[src/rtl/padding_layer_sched_pkg.sv]
// rtl/padding_layer_sched_pkg.sv - shared descriptor layout, FSM states and beat helpers for the padding layer sequencer
package padding_layer_sched_pkg;

  // 34-bit descriptor: {zero_num[2:0], zero_point[7:0], pad_en, ch_in[9:0], row_in[11:0]}
  localparam int DESC_W     = 34;
  localparam int ROW_LSB    = 0;
  localparam int ROW_W      = 12;
  localparam int CH_LSB     = 12;
  localparam int CH_W       = 10;
  localparam int PAD_EN_BIT = 22;
  localparam int ZP_LSB     = 23;
  localparam int ZP_W       = 8;
  localparam int ZN_LSB     = 31;
  localparam int ZN_W       = 3;

  // Channel count to channel-group conversion used for the beat count
  localparam int CH_SHIFT = 4;
  localparam int CHT_W    = CH_W - CH_SHIFT;

  typedef enum logic [2:0] {
    ST_IDLE   = 3'd0,
    ST_LOAD   = 3'd1,
    ST_SETTLE = 3'd2,
    ST_START  = 3'd3,
    ST_RUN    = 3'd4,
    ST_FLUSH  = 3'd5,
    ST_NEXT   = 3'd6
  } state_t;

  // Output rows of a padded layer; wraps at 12 bits by design
  function automatic logic [ROW_W-1:0] padded_rows(input logic [ROW_W-1:0] row,
                                                   input logic pad_en,
                                                   input logic [ZN_W-1:0] zero_num);
    return pad_en ? row + ROW_W'({zero_num, 1'b0}) : row;
  endfunction

endpackage

[src/rtl/pad_desc_ram.sv]
// rtl/pad_desc_ram.sv - per-layer descriptor register file, synchronous write, registered read
module pad_desc_ram import padding_layer_sched_pkg::*; #(
  parameter int DEPTH = 16,
  parameter int AW    = 4
) (
  input  logic              clk,
  input  logic              we,
  input  logic [AW-1:0]     wr_addr,
  input  logic [DESC_W-1:0] wr_data,
  input  logic [AW-1:0]     rd_addr,
  output logic [DESC_W-1:0] rd_data
);

  logic [DESC_W-1:0] mem [DEPTH];

  // Host write and one-cycle registered read; a same-cycle write is seen on the following read
  always_ff @(posedge clk) begin
    if (we) begin
      mem[wr_addr] <= wr_data;
    end
    rd_data <= mem[rd_addr];
  end

endmodule

[src/rtl/padding_layer_sched.sv]
// rtl/padding_layer_sched.sv - padding stage layer sequencer; PAD_SCHED_PERF_EN adds perf_cycles
module padding_layer_sched import padding_layer_sched_pkg::*; #(
  parameter int LAYER_DEPTH        = 16,
  parameter int WIDTH_FEATURE_SIZE = 12,
  parameter int WIDTH_CHANNEL_NUM  = 10,
  parameter int WIDTH_DATA         = 8,
  parameter int SETTLE_CYCLES      = 2,
  localparam int AW                = $clog2(LAYER_DEPTH)
) (
  input  logic                          clk,
  input  logic                          rst,
  input  logic                          cfg_we,
  input  logic [AW-1:0]                 cfg_addr,
  input  logic [DESC_W-1:0]             cfg_data,
  input  logic                          go,
  input  logic [AW:0]                   num_layers,
  input  logic                          abort,
  input  logic                          pad_wr_en,
  output logic [WIDTH_FEATURE_SIZE-1:0] pad_row_num,
  output logic [WIDTH_CHANNEL_NUM-1:0]  pad_ch_num,
  output logic                          pad_en,
  output logic [WIDTH_DATA-1:0]         pad_zero_point,
  output logic [2:0]                    pad_zero_num,
  output logic                          pad_start,
  output logic                          pad_next_reg,
  output logic                          busy,
  output logic [AW-1:0]                 layer_idx,
  output logic                          layer_done,
  output logic                          seq_done
`ifdef PAD_SCHED_PERF_EN
  ,
  output logic [31:0]                   perf_cycles
`endif
);

  localparam int SW = $clog2(SETTLE_CYCLES + 1);

  state_t            state_q, state_d;
  logic [AW-1:0]     idx_q, idx_d;
  logic              go_q;
  logic              go_take;
  logic [AW:0]       nl_q;
  logic [SW-1:0]     settle_q;
  logic [31:0]       beat_cnt;
  logic [31:0]       expected;
  logic [23:0]       sq_q;
  logic [CHT_W-1:0]  cht_q;
  logic              run_done;
  logic              start_d, next_reg_d, layer_done_d, seq_done_d;
  logic [DESC_W-1:0] rd_data;

  logic [ROW_W-1:0]  d_row;
  logic [CH_W-1:0]   d_ch;
  logic              d_pad_en;
  logic [ZP_W-1:0]   d_zp;
  logic [ZN_W-1:0]   d_zn;
  logic [ROW_W-1:0]  d_rows_out;

  // The read address follows the next layer index so the descriptor is ready in LOAD
  pad_desc_ram #(.DEPTH(LAYER_DEPTH), .AW(AW)) u_desc_ram (
    .clk     (clk),
    .we      (cfg_we),
    .wr_addr (cfg_addr),
    .wr_data (cfg_data),
    .rd_addr (idx_d),
    .rd_data (rd_data)
  );

  assign d_row      = rd_data[ROW_LSB +: ROW_W];
  assign d_ch       = rd_data[CH_LSB +: CH_W];
  assign d_pad_en   = rd_data[PAD_EN_BIT];
  assign d_zp       = rd_data[ZP_LSB +: ZP_W];
  assign d_zn       = rd_data[ZN_LSB +: ZN_W];
  assign d_rows_out = padded_rows(d_row, d_pad_en, d_zn);

  // go is only honoured in IDLE and only once until the FSM has reacted to it
  assign go_take  = go && (state_q == ST_IDLE) && !go_q;
  // A zero-beat layer leaves RUN immediately; otherwise leave on the final beat
  assign run_done = (beat_cnt == expected) || (pad_wr_en && (beat_cnt + 32'd1 == expected));
  assign layer_idx = idx_q;

  // Next-state and pulse decode; abort overrides everything outside IDLE
  always_comb begin
    state_d      = state_q;
    idx_d        = idx_q;
    start_d      = 1'b0;
    next_reg_d   = 1'b0;
    layer_done_d = 1'b0;
    seq_done_d   = 1'b0;
    if (abort && (state_q != ST_IDLE)) begin
      state_d    = ST_IDLE;
      next_reg_d = 1'b1;
      seq_done_d = 1'b1;
    end else begin
      case (state_q)
        ST_IDLE: begin
          if (go_q) begin
            if (nl_q != '0) begin
              state_d = ST_LOAD;
              idx_d   = '0;
            end else begin
              seq_done_d = 1'b1;
            end
          end
        end
        ST_LOAD:   state_d = ST_SETTLE;
        ST_SETTLE: begin
          if (settle_q == SW'(SETTLE_CYCLES - 1)) begin
            state_d = ST_START;
            start_d = 1'b1;
          end
        end
        ST_START:  state_d = ST_RUN;
        ST_RUN: begin
          if (run_done) begin
            state_d      = ST_FLUSH;
            next_reg_d   = 1'b1;
            layer_done_d = 1'b1;
          end
        end
        ST_FLUSH:  state_d = ST_NEXT;
        ST_NEXT: begin
          if ((AW+1)'(idx_q) + (AW+1)'(1) == nl_q) begin
            state_d    = ST_IDLE;
            seq_done_d = 1'b1;
          end else begin
            state_d = ST_LOAD;
            idx_d   = idx_q + AW'(1);
          end
        end
        default:   state_d = ST_IDLE;
      endcase
    end
  end

  // State, counters and registered pulse outputs
  always_ff @(posedge clk) begin
    if (rst) begin
      state_q      <= ST_IDLE;
      idx_q        <= '0;
      go_q         <= 1'b0;
      nl_q         <= '0;
      settle_q     <= '0;
      beat_cnt     <= '0;
      pad_start    <= 1'b0;
      pad_next_reg <= 1'b0;
      layer_done   <= 1'b0;
      seq_done     <= 1'b0;
      busy         <= 1'b0;
    end else begin
      state_q      <= state_d;
      idx_q        <= idx_d;
      go_q         <= go_take;
      if (go_take) begin
        nl_q <= num_layers;
      end
      settle_q     <= (state_q == ST_SETTLE) ? settle_q + SW'(1) : '0;
      beat_cnt     <= (state_q == ST_RUN) ? beat_cnt + 32'(pad_wr_en) : '0;
      pad_start    <= start_d;
      pad_next_reg <= next_reg_d;
      layer_done   <= layer_done_d;
      seq_done     <= seq_done_d;
      busy         <= (state_d != ST_IDLE);
    end
  end

  // Descriptor lands on the stage config in LOAD along with the first multiply stage
  always_ff @(posedge clk) begin
    if (rst) begin
      pad_row_num    <= '0;
      pad_ch_num     <= '0;
      pad_en         <= 1'b0;
      pad_zero_point <= '0;
      pad_zero_num   <= '0;
      sq_q           <= '0;
      cht_q          <= '0;
    end else if (state_q == ST_LOAD) begin
      pad_row_num    <= WIDTH_FEATURE_SIZE'(d_row);
      pad_ch_num     <= WIDTH_CHANNEL_NUM'(d_ch);
      pad_en         <= d_pad_en;
      pad_zero_point <= WIDTH_DATA'(d_zp);
      pad_zero_num   <= d_zn;
      sq_q           <= 24'(d_rows_out) * 24'(d_rows_out);
      cht_q          <= CHT_W'(d_ch >> CH_SHIFT);
    end
  end

  // Second multiply stage; settles inside the SETTLE window before RUN reads it
  always_ff @(posedge clk) begin
    if (rst) begin
      expected <= '0;
    end else begin
      expected <= 32'(sq_q) * 32'(cht_q);
    end
  end

`ifdef PAD_SCHED_PERF_EN
  logic [31:0] run_cyc;

  // Clocks since pad_start, captured when the layer's last beat lands
  always_ff @(posedge clk) begin
    if (rst) begin
      run_cyc     <= '0;
      perf_cycles <= '0;
    end else begin
      if (state_q == ST_START) begin
        run_cyc <= 32'd1;
      end else if ((state_q == ST_RUN) && (run_cyc != '1)) begin
        run_cyc <= run_cyc + 32'd1;
      end
      if (layer_done_d) begin
        perf_cycles <= run_cyc;
      end
    end
  end
`endif

endmodule

[config.mk]
export PLATFORM = sky130hd
export DESIGN_NAME = padding_layer_sched
export DESIGN_NICKNAME = d
export VERILOG_FILES = /design/src/rtl/padding_layer_sched_pkg.sv /design/src/rtl/pad_desc_ram.sv /design/src/rtl/padding_layer_sched.sv
export SDC_FILE = /design/constraint.sdc
export NUM_CORES = 1
export LEC_CHECK = 0
export BUFFER_PORTS_ARGS = -buffer_cell sky130_fd_sc_hd__buf_2
export CAP_MARGIN = 20
export CORE_ASPECT_RATIO = 1.25
export CORE_MARGIN = 1
export CORE_UTILIZATION = 55
export DETAILED_ROUTE_END_ITERATION = 8
export MAX_ROUTING_LAYER = met4
export PLACE_DENSITY = 0.8
export SLEW_MARGIN = 10
export SYNTH_ARGS = -nofsm -noshare
export SYNTH_HDL_FRONTEND = slang
export SYNTH_SLANG_ARGS = --single-unit
[constraint.sdc]
create_clock -name clk -period 9.7 [get_ports clk]
set_clock_uncertainty 0.1 [all_clocks]
set_input_delay 1.94 -clock clk [delete_from_list [all_inputs] [get_ports clk]]
set_output_delay 1.94 -clock clk [all_outputs]
set_load 0.02 [all_outputs]
== Word level (Yosys, flattened, before mapping) ==
Memory sizes are Yosys's and may differ from the RTL's. A register that Yosys moved wholly into a read port is not among the register bits.
Cells that the tools add are included.
Widths: inputs -> output; s select.

* Latch bits: 0
* Bits of input ports: 49
* Word-level logic and storage cells: 79
* Output and inout bits: 43
* Bits in registers: 148
* Bits in read-only memories: 0
* Memories: 1
* Memory bits (writable): 544

{| class="wikitable"
|+ Memories
! name !! depth !! bits a word !! rd ports !! clocked after memory_dff !! write ports !! line !! source
|-
| u_desc_ram.mem || 16 || 34 || 1 || 1 || 1 || pad_desc_ram.sv:14 || <nowiki>logic [DESC_W-1:0] mem [DEPTH];</nowiki>
|}

* Equality and inequality tests: 10
* Magnitude comparators: 0
* Multiplexer cells: 24
* Bitwise logic cells: 2
* Divide/modulo/power cells: 0
* Shifts and indexed selects: 0
* Reduce and logical (&&, ||, !) cells: 14
* Add/subtract/negate cells: 6
* Multiply operators: 2

{| class="wikitable"
|+ Operator list
! operator !! count
|-
| $eq 32x32->1 || 2
|-
| $add 32x1->32 || 1
|-
| $add 32x1->32 const B || 1
|-
| $mul 24x6->30 || 1
|-
| $mul 12x12->24 || 1
|-
| $pmux 3 s7 || 1
|-
| $mux 4 || 4
|-
| $mux 3 || 5
|-
| $add 12x4->12 || 1
|-
| $mux 12 || 1
|-
| $mux 1 || 11
|-
| $eq 3x3->1 const B || 3
|-
| $pmux 4 s2 || 1
|-
| $eq 3x2->1 const B || 2
|-
| $reduce_bool 3->1 || 2
|-
| $reduce_or 2->1 || 3
|-
| $add 4x1->5 const B || 1
|-
| $eq 5x5->1 || 1
|-
| $reduce_bool 5->1 || 1
|-
| $add 4x1->4 const B || 1
|-
| $logic_and 1x1->1 || 4
|-
| $eq 3x1->1 const B || 1
|-
| $logic_not 3->1 || 1
|-
| $reduce_or 3->1 || 1
|-
| 6 further kinds || 7
|}

== Longest topological paths before layout ==
Gate-level depths: netlist of run 1.

* Word-level depth: 8
* Depth in mapped cells: 28
* Mapped depth without buffers: 28

== Cells and area by module ==
From an unflattened synthesis of run 1, not the netlist that was laid out.

* Cells, all modules: 2596
* Area total of the unflattened synthesis: 35223.8 um^2

{| class="wikitable"
|+ By module, submodules not included
! module !! sequential area each (um^2) !! area an instance (um^2) !! instances !! cells an instance
|-
| pad_desc_ram || 17016.3 || 21076.5 || 1 || 888
|-
| padding_layer_sched || 2762.6 || 14147.3 || 1 || 1708
|}

== Worst setup path after synthesis of run 1 ==
OpenSTA, ideal clock, no wires.

* Path kind: register to register
* From: register u_desc_ram.rd_data[1], read port of u_desc_ram.mem
* To: register sq_q[23]
* Buffers on the path: 0
* Path slack: 3002 ps
* Period minus slack after synthesis: 6698 ps
* Stages on the path, launching flop included: 28
* Data required time: 9514 ps
* Data arrival time: 6513 ps
* Setup time: 86 ps
* Cell sequence: dfxtp_1 ha_1 fa_1 a21oi_1 nor2_1 and3_1 xnor2_1 clkinv_1 nand2_1 inv_1 fa_1 inv_1 fa_1 inv_1 fa_1 fa_1 inv_1 fa_1 inv_1 ha_1 inv_1 nor2_1 o211ai_1 a21oi_1 nor3_1 o311ai_0 xnor2_1 a211oi_1

* Cells in the longest elaborated chain, start to end: 3

{| class="wikitable"
|+ Ends and longest elaborated chain
! element !! line !! source
|-
| start, declared || pad_desc_ram.sv:11 || <nowiki>output logic [DESC_W-1:0] rd_data</nowiki>
|-
| $add 12x4->12 || padding_layer_sched_pkg.sv:34 || <nowiki>return pad_en ? row + ROW_W'({zero_num, 1'b0}) : row;</nowiki>
|-
| $mux 12 (*) || padding_layer_sched_pkg.sv:34 ||
|-
| $mul 12x12->24 (*) || padding_layer_sched.sv:183 || <nowiki>sq_q <= 24'(d_rows_out) * 24'(d_rows_out);</nowiki>
|-
| end signal, assigned || padding_layer_sched.sv:183 ||
|-
| end, declared || padding_layer_sched.sv:46 || <nowiki>logic [23:0] sq_q;</nowiki>
|}

Every way passes the cells marked *; elsewhere a longest branch is shown, timed or not.
A chain may end at the register's enable or synchronous reset.

== Worst setup path in the final report of run 1 ==
* From: register u_desc_ram.rd_data[1], read port of u_desc_ram.mem
* To: register sq_q[20]

The elaborated chain is that of the path after synthesis.

==> impl_metrics.py, run 1 <==
metrics = {
    "place": {
        "dp_hpwl_um": 52800,
        "port_buffers": 91,
        "place_congestion": 0.936,
        "place_inst": 3751,
        "place_ws_ns": 1.98,
    },
    "synth": {
        "synthCells": 2928,
        "yosysWarningCount": 0,
        "synth-edff-count": 544,
        "synth_top_area_frac": 0.454,
        "async_reset_ff_frac": 0,
        "ys_types": 76,
        "seq_area_frac_synth": 0.550,
        "synth_area_leader_cell": "edfxtp_1",
        "synth_seq_cells": 716,
        "synthFlopType": "edfxtp_1",
        "syn_area_per_cell_um2": 12.3,
        "synthTopCellsByCount": "edfxtp_1, nand2_1, inv_1, dfxtp_1, nor2_1",
        "synthesis.nets": 3246,
        "synth_area_um2": 36000,
        "yosysMostFrequentCell": "edfxtp_1",
        "synth.area.top_cells": "edfxtp_1, dfxtp_1, fa_1",
    },
    "finish": {
        "top_register": "u_desc_ram.mem",
        "layout-drive-gt1-share": 0.114,
        "nNetsFinal": 3292,
        "largest_reg_flops": 544,
        "final_cells": 3887,
        "syn_to_final_growth_pct": 10.4,
        "largestRegisters": "u_desc_ram.mem (544), u_desc_ram.rd_data (34), beat_cnt (32)",
    },
    "power_and_ir_drop": {
        "vdd_ir_drop_max_mv": 0.139,
        "powerDensity_nw_per_um2": 177,
        "power.leakage_nw": 15.1,
        "power_mw": 7.02,
    },
    "grt": {
        "grt-ovfl-total": 0,
        "grt_pass1_vias": 24000,
        "antenna_found_initial": 9,
        "grt_util_all_layers": 0.272,
        "grt_max_degree": 163,
        "grt_pass1_wl_um": 134000,
    },
    "floorplan": {
        "start_util": 0.558,
        "coreArea_um2": 64500,
        "die_h_um": 288,
        "num_rows": 104,
        "ioPinCount": 92,
        "die_area_um2": 66500,
        "dieWidth_um": 231,
    },
    "critical_path": {
        "cp_max_fo": 8,
        "worstSetupPathType": "reg -> reg",
        "crit_required_ns": 10.14,
        "rrSetupSlack_ns": 1.94,
        "cp.arrival_ns": 8.19,
        "cp-start-kind": "flip-flop",
        "cp-end-kind": "flip-flop",
    },
    "sta": {
        "setup_slack_ns": 1.94,
        "whs_ns": 0.342,
        "setup_viol": 0,
        "fmax_mhz": 129,
        "fin_crit_ns": 7.76,
        "rsz0062_at_grt": "no",
        "relSlewSlack": 0.219,
        "finalHoldViolations": 0,
        "drv_slew": 0,
        "timing_worst_slew_pin_value_ns": 1.17,
        "finalSetupTns_ns": 0,
        "period_share": 0.800,
    },
    "routing": {
        "post-route-drc-count": 0,
        "postRouteWirelength_um": 87100,
        "routedWlPerCell_um": 22.4,
        "avgViaCountPerCell": 6.16,
        "drt_first_pass_iters": 6,
        "num_vias": 23900,
        "first_iter_violations": 2351,
        "ant_nets": 0,
    },
    "clock_tree": {
        "postCtsSetupBuffers": 0,
        "cts.clk_slew.worst_paths_ns": 0.07,
        "postCtsHoldBufs": 0,
        "cts_buffers": 69,
        "cts_resized": 0,
        "cts.sinks": 716,
        "htreeDepth": 3,
        "cts.path.max_buffers": 3,
        "cts_root_buf": "clkbuf_16",
        "clk_latency_ns": 0.63,
        "tritoncts": "done",
    },
    "worst_hold_path": {
        "hold_class": "reg -> reg",
    },
    "flow_run": {
        "drv_cap": 0,
    },
    "run_status": {
        "status": "finished clean",
    },
}
## cells in the final DEF (no fill, tap or decap), types with 36 or more instances in the layout
| cell | instances |
|---|---|
| o21ai_0 | 47 |
| and3_1 | 84 |
| fa_1 | 166 |
| a21oi_1 | 100 |
| mux4_2 | 68 |
| dfxtp_1 | 172 |
| a211oi_1 | 81 |
| inv_1 | 242 |
| nand2_1 | 421 |
| ha_1 | 103 |
| a211o_1 | 40 |
| buf_2 | 90 |
| and2_1 | 39 |
| xnor2_1 | 57 |
| a311oi_1 | 36 |
| edfxtp_1 | 544 |
| nor2_1 | 156 |
| clkbuf_16 | 69 |
| xor2_1 | 57 |
| a31oi_1 | 47 |
## cell type report
cell class	instances	area (um2)
clock buffer	78	1760
fill	4804	24800
sequential	716	19800
clock inverter	49	648
timing repair buffer	122	716
tap	848	1060
inverter	245	920
antenna	9	22.5
multi-input combinational	1820	14800
## path summary, 6_finish.rpt
kind                       to                   from  cells past startpoint
setup / recovery     sq_q[20]  u_desc_ram.rd_data[1]                     26
hold / removal    settle_q[0]            settle_q[0]                      1
setup reg to reg     sq_q[20]  u_desc_ram.rd_data[1]                     26
hold reg to reg   settle_q[0]            settle_q[0]                      1
## cell families (layout without fill, tap and decap cells)
group                    after synthesis  after routing  share of synthesized area
XOR/XNOR                             115            115                     0.0284
buffers and inverters                392            494                     0.0434
other                                  2             11                   0.000209
adder cells (fa/ha/maj)              269            269                      0.128
AO/OA/AOI/OAI                        464            464                     0.0910
AND/OR/NAND/NOR                      889            889                      0.113
multiplexers                          81             81                     0.0464
flip-flops                           716            716                      0.550
## metal layers
| layer | vias up | share of wire | global-route usage |
|---|---|---|---|
| met5 | - | 0 | - |
| li1 | 10500 | - | - |
| met3 | 226 | 0.078 | 0.0418 |
| met4 | 0 | 0.036 | 0.110 |
| met2 | 1135 | 0.52 | 0.462 |
| met1 | 12000 | 0.37 | 0.324 |
## power breakdown
| part | leakage (nW) | internal, mW | total [mW] | switching, mW |
|---|---|---|---|---|
| Combinational | 7.63 | 0.307 | 0.784 | 0.476 |
| Clock | 1.17 | 1.63 | 2.85 | 1.22 |
| Sequential | 6.32 | 3.35 | 3.39 | 0.0337 |
| Total | 15.1 | 5.29 | 7.02 | 1.73 |
## through the flow
stage          cell area, um2  utilization
6_report                39700        0.615
5_1_grt                 39700        0.615
4_1_cts                 39700        0.615
3_5_place_dp            37300        0.578
3_3_place_gp            37300        0.578
2_1_floorplan           36000            -
## critical path, stage by stage, from the launching register on
cell and delay, ns:
dfxtp_1 0.34, ha_1 0.24, fa_1 0.42, a21oi_1 0.18, nor2_1 0.11, and3_1 0.19
xnor2_1 0.53, clkinv_1 0.46, nand2_1 0.26, inv_1 0.08, fa_1 0.49, inv_1 0.06
fa_1 0.54, inv_1 0.06, fa_1 0.45, fa_1 0.56, inv_1 0.07, fa_1 0.53
inv_1 0.04, ha_1 0.35, o21ai_0 0.11, a21oi_1 0.21, nor2_1 0.06, a21boi_0 0.24
o21ai_0 0.17, or4b_2 0.63, a31oi_1 0.18
No activity file was read; power rests on OpenSTA's default activity.
==> inputs of run 2 (changes only) <==
Clock period 9.7 ns to 8 ns, I/O delays scaled along.
==> run 2 against run 1 <==
  * Die area unchanged
  * Clock-buffer cell count decreased by 1
  * Worst setup slack got worse by 1.4 ns
  * First-iteration DRC count increased by 13%
  * Critical path type unchanged
  * Critical endpoint unchanged
  * Largest cell class unchanged
==> impl_metrics.py, run 2 (synthesized netlist as in run 1, its figures left out) <==
metrics = {
    "sta": {
        "fmax_mhz": 135,
        "period_share": 0.926,
        "finalSetupTns_ns": 0,
        "rsz0062_at_grt": "no",
        "setup_viol": 0,
        "finalHoldViolations": 0,
        "fin_crit_ns": 7.41,
        "relSlewSlack": 0.254,
        "timing_worst_slew_pin_value_ns": 1.12,
        "drv_slew": 0,
    },
    "floorplan": {
        "dieWidth_um": 231,
        "coreArea_um2": 64500,
        "start_util": 0.558,
        "ioPinCount": 92,
        "die_h_um": 288,
        "die_area_um2": 66500,
        "num_rows": 104,
    },
    "grt": {
        "grt_pass1_vias": 24400,
        "grt_util_all_layers": 0.268,
        "grt_max_degree": 108,
        "grt_pass1_wl_um": 133000,
        "antenna_found_initial": 9,
        "grt-ovfl-total": 0,
    },
    "routing": {
        "avgViaCountPerCell": 6.13,
        "post-route-drc-count": 0,
        "first_iter_violations": 2665,
        "num_vias": 23800,
        "ant_nets": 0,
        "drt_first_pass_iters": 8,
        "routedWlPerCell_um": 22.1,
        "postRouteWirelength_um": 86100,
    },
    "finish": {
        "layout-drive-gt1-share": 0.116,
        "syn_to_final_growth_pct": 10.0,
        "fillers": 4765,
        "largestRegisters": "u_desc_ram.mem (544), u_desc_ram.rd_data (34), beat_cnt (32)",
        "post-route-util": 0.613,
        "nNetsFinal": 3298,
        "final_cell_mix": "edfxtp_1, nand2_1, inv_1, dfxtp_1, fa_1",
        "multi_input_area_um2": 14800,
        "final_cells": 3891,
        "regArea_um2": 19800,
        "final_common_cell": "edfxtp_1",
        "largest_reg_flops": 544,
        "top_register": "u_desc_ram.mem",
    },
    "critical_path": {
        "crit_required_ns": 8.43,
        "setup.worst_path.start": "u_desc_ram.rd_data[1]",
        "crit_buf_inv": 4,
        "cp.arrival_ns": 7.84,
        "cp-end-kind": "flip-flop",
        "cp_common_cell": "fa_1",
        "worstSetupPathType": "reg -> reg",
        "cp-start-kind": "flip-flop",
        "crit_family": "adder cells",
        "cp_max_fo": 8,
        "cpPeakStageDelay_ns": 0.62,
        "cp_cell_sequence": "ha_1 -> fa_1 -> a21oi_1 -> nor2_1 -> xnor2_1 -> inv_1 -> nand2_1 -> fa_1 -> fa_1 -> inv_1 -> fa_1 -> fa_1 -> inv_1 -> fa_1 -> inv_1 -> ha_1 -> nand4_1 -> a21oi_1 -> nor2_1 -> a21boi_0 -> o21ai_0 -> or4b_2 -> a31oi_1",
        "worst_path_max_delay_cell": "or4b_2",
        "timing.rr.start": "u_desc_ram.rd_data[1]",
    },
    "clock_tree": {
        "htreeDepth": 3,
        "clk_latency_ns": 0.62,
        "cts.sinks": 716,
        "cts.clk_slew.worst_paths_ns": 0.07,
        "tritoncts": "done",
        "cts_buffers": 69,
        "postCtsHoldBufs": 0,
        "cts_root_buf": "clkbuf_16",
        "cts.path.max_buffers": 3,
    },
    "power_and_ir_drop": {
        "power_mw": 8.30,
        "powerDensity_nw_per_um2": 210,
        "vdd_ir_drop_max_mv": 0.176,
        "power.leakage_nw": 15.1,
    },
    "flow_run": {
        "drv_cap": 0,
    },
    "place": {
        "port_buffers": 91,
        "place_inst": 3757,
        "dp_hpwl_um": 52800,
        "place_congestion": 0.904,
    },
    "worst_hold_path": {
        "hold_class": "reg -> reg",
        "holdCritStartpoint": "settle_q[0]",
    },
    "run_status": {
        "status": "finished clean",
    },
}
==> run 2: cell types whose count changed in the layout (fill, tap and decap cells not counted) <==
cell / before / now
inv_6: 4 / 3
clkinvlp_2: 0 / 1
buf_4: 30 / 36
clkbuf_1: 9 / 7
xnor2_1: 57 / 56
clkbuf_8: 0 / 1
clkinv_4: 5 / 3
clkinvlp_4: 2 / 7
bufinv_16: 11 / 5
clkinv_16: 3 / 1
clkinv_8: 1 / 3
xnor2_2: 0 / 1
clkinv_2: 12 / 14
==> run 2: per-layer routing <==
metal,global-route usage,wire length (um),up-vias
li1,-,-,10600
met1,0.313,31600,11900
met2,0.461,45000,1118
met3,0.0444,6760,219
met4,0.111,2790,0
met5,-,0,-
==> run 2: path summary, 6_finish.rpt <==
kind / cells after the start / to / slack, ns
hold reg to reg: 1 / settle_q[0] / 0.33
setup / recovery: 23 / sq_q[20] / 0.59
setup reg to reg: 23 / sq_q[20] / 0.59
hold / removal: 1 / settle_q[0] / 0.33
==> run 2: stage by stage <==
stage,setup WS [ns],hold WS [ns],cell area (um2)
final,0.594,0.334,39600
after global routing,0.100,0.365,39600
after CTS,0.439,0.335,39600
after detailed placement,0.457,0.326,37300
after global placement,0.772,0.316,37300
after floorplan,1.30,0.308,36000
==> run 2: cell type report <==
cell class                 instances  share of cell area
tap                              848              0.0268
inverter                         245              0.0232
multi-input combinational       1820               0.374
timing repair buffer             128              0.0192
clock buffer                      77              0.0446
sequential                       716               0.500
clock inverter                    48              0.0118
antenna                            9            0.000569
==> run 2: worst register-to-register path, delay by kind of cell, from the launching register on <==
family	cells	cell delay [ns]
compound gates	5	0.93
fa+ha+maj	8	3.63
xor+xnor	1	0.61
flops	1	0.34
buf+inv	4	0.52
simple gates	5	1.20
==> run 2: power breakdown <==
group          leakage (nW)  switching (mW)  internal (mW)  total (mW)
logic                  7.66           0.590          0.375       0.965
clock network          1.08            1.44           1.78        3.22
registers              6.32          0.0416           4.07        4.11
total                  15.1            2.07           6.23        8.30
==> run 2: repair_timing <==
item	4_1_cts	5_1_grt
gates resized for setup	0	1
setup buffers	0	0
endpoints found under the setup margin	0	2
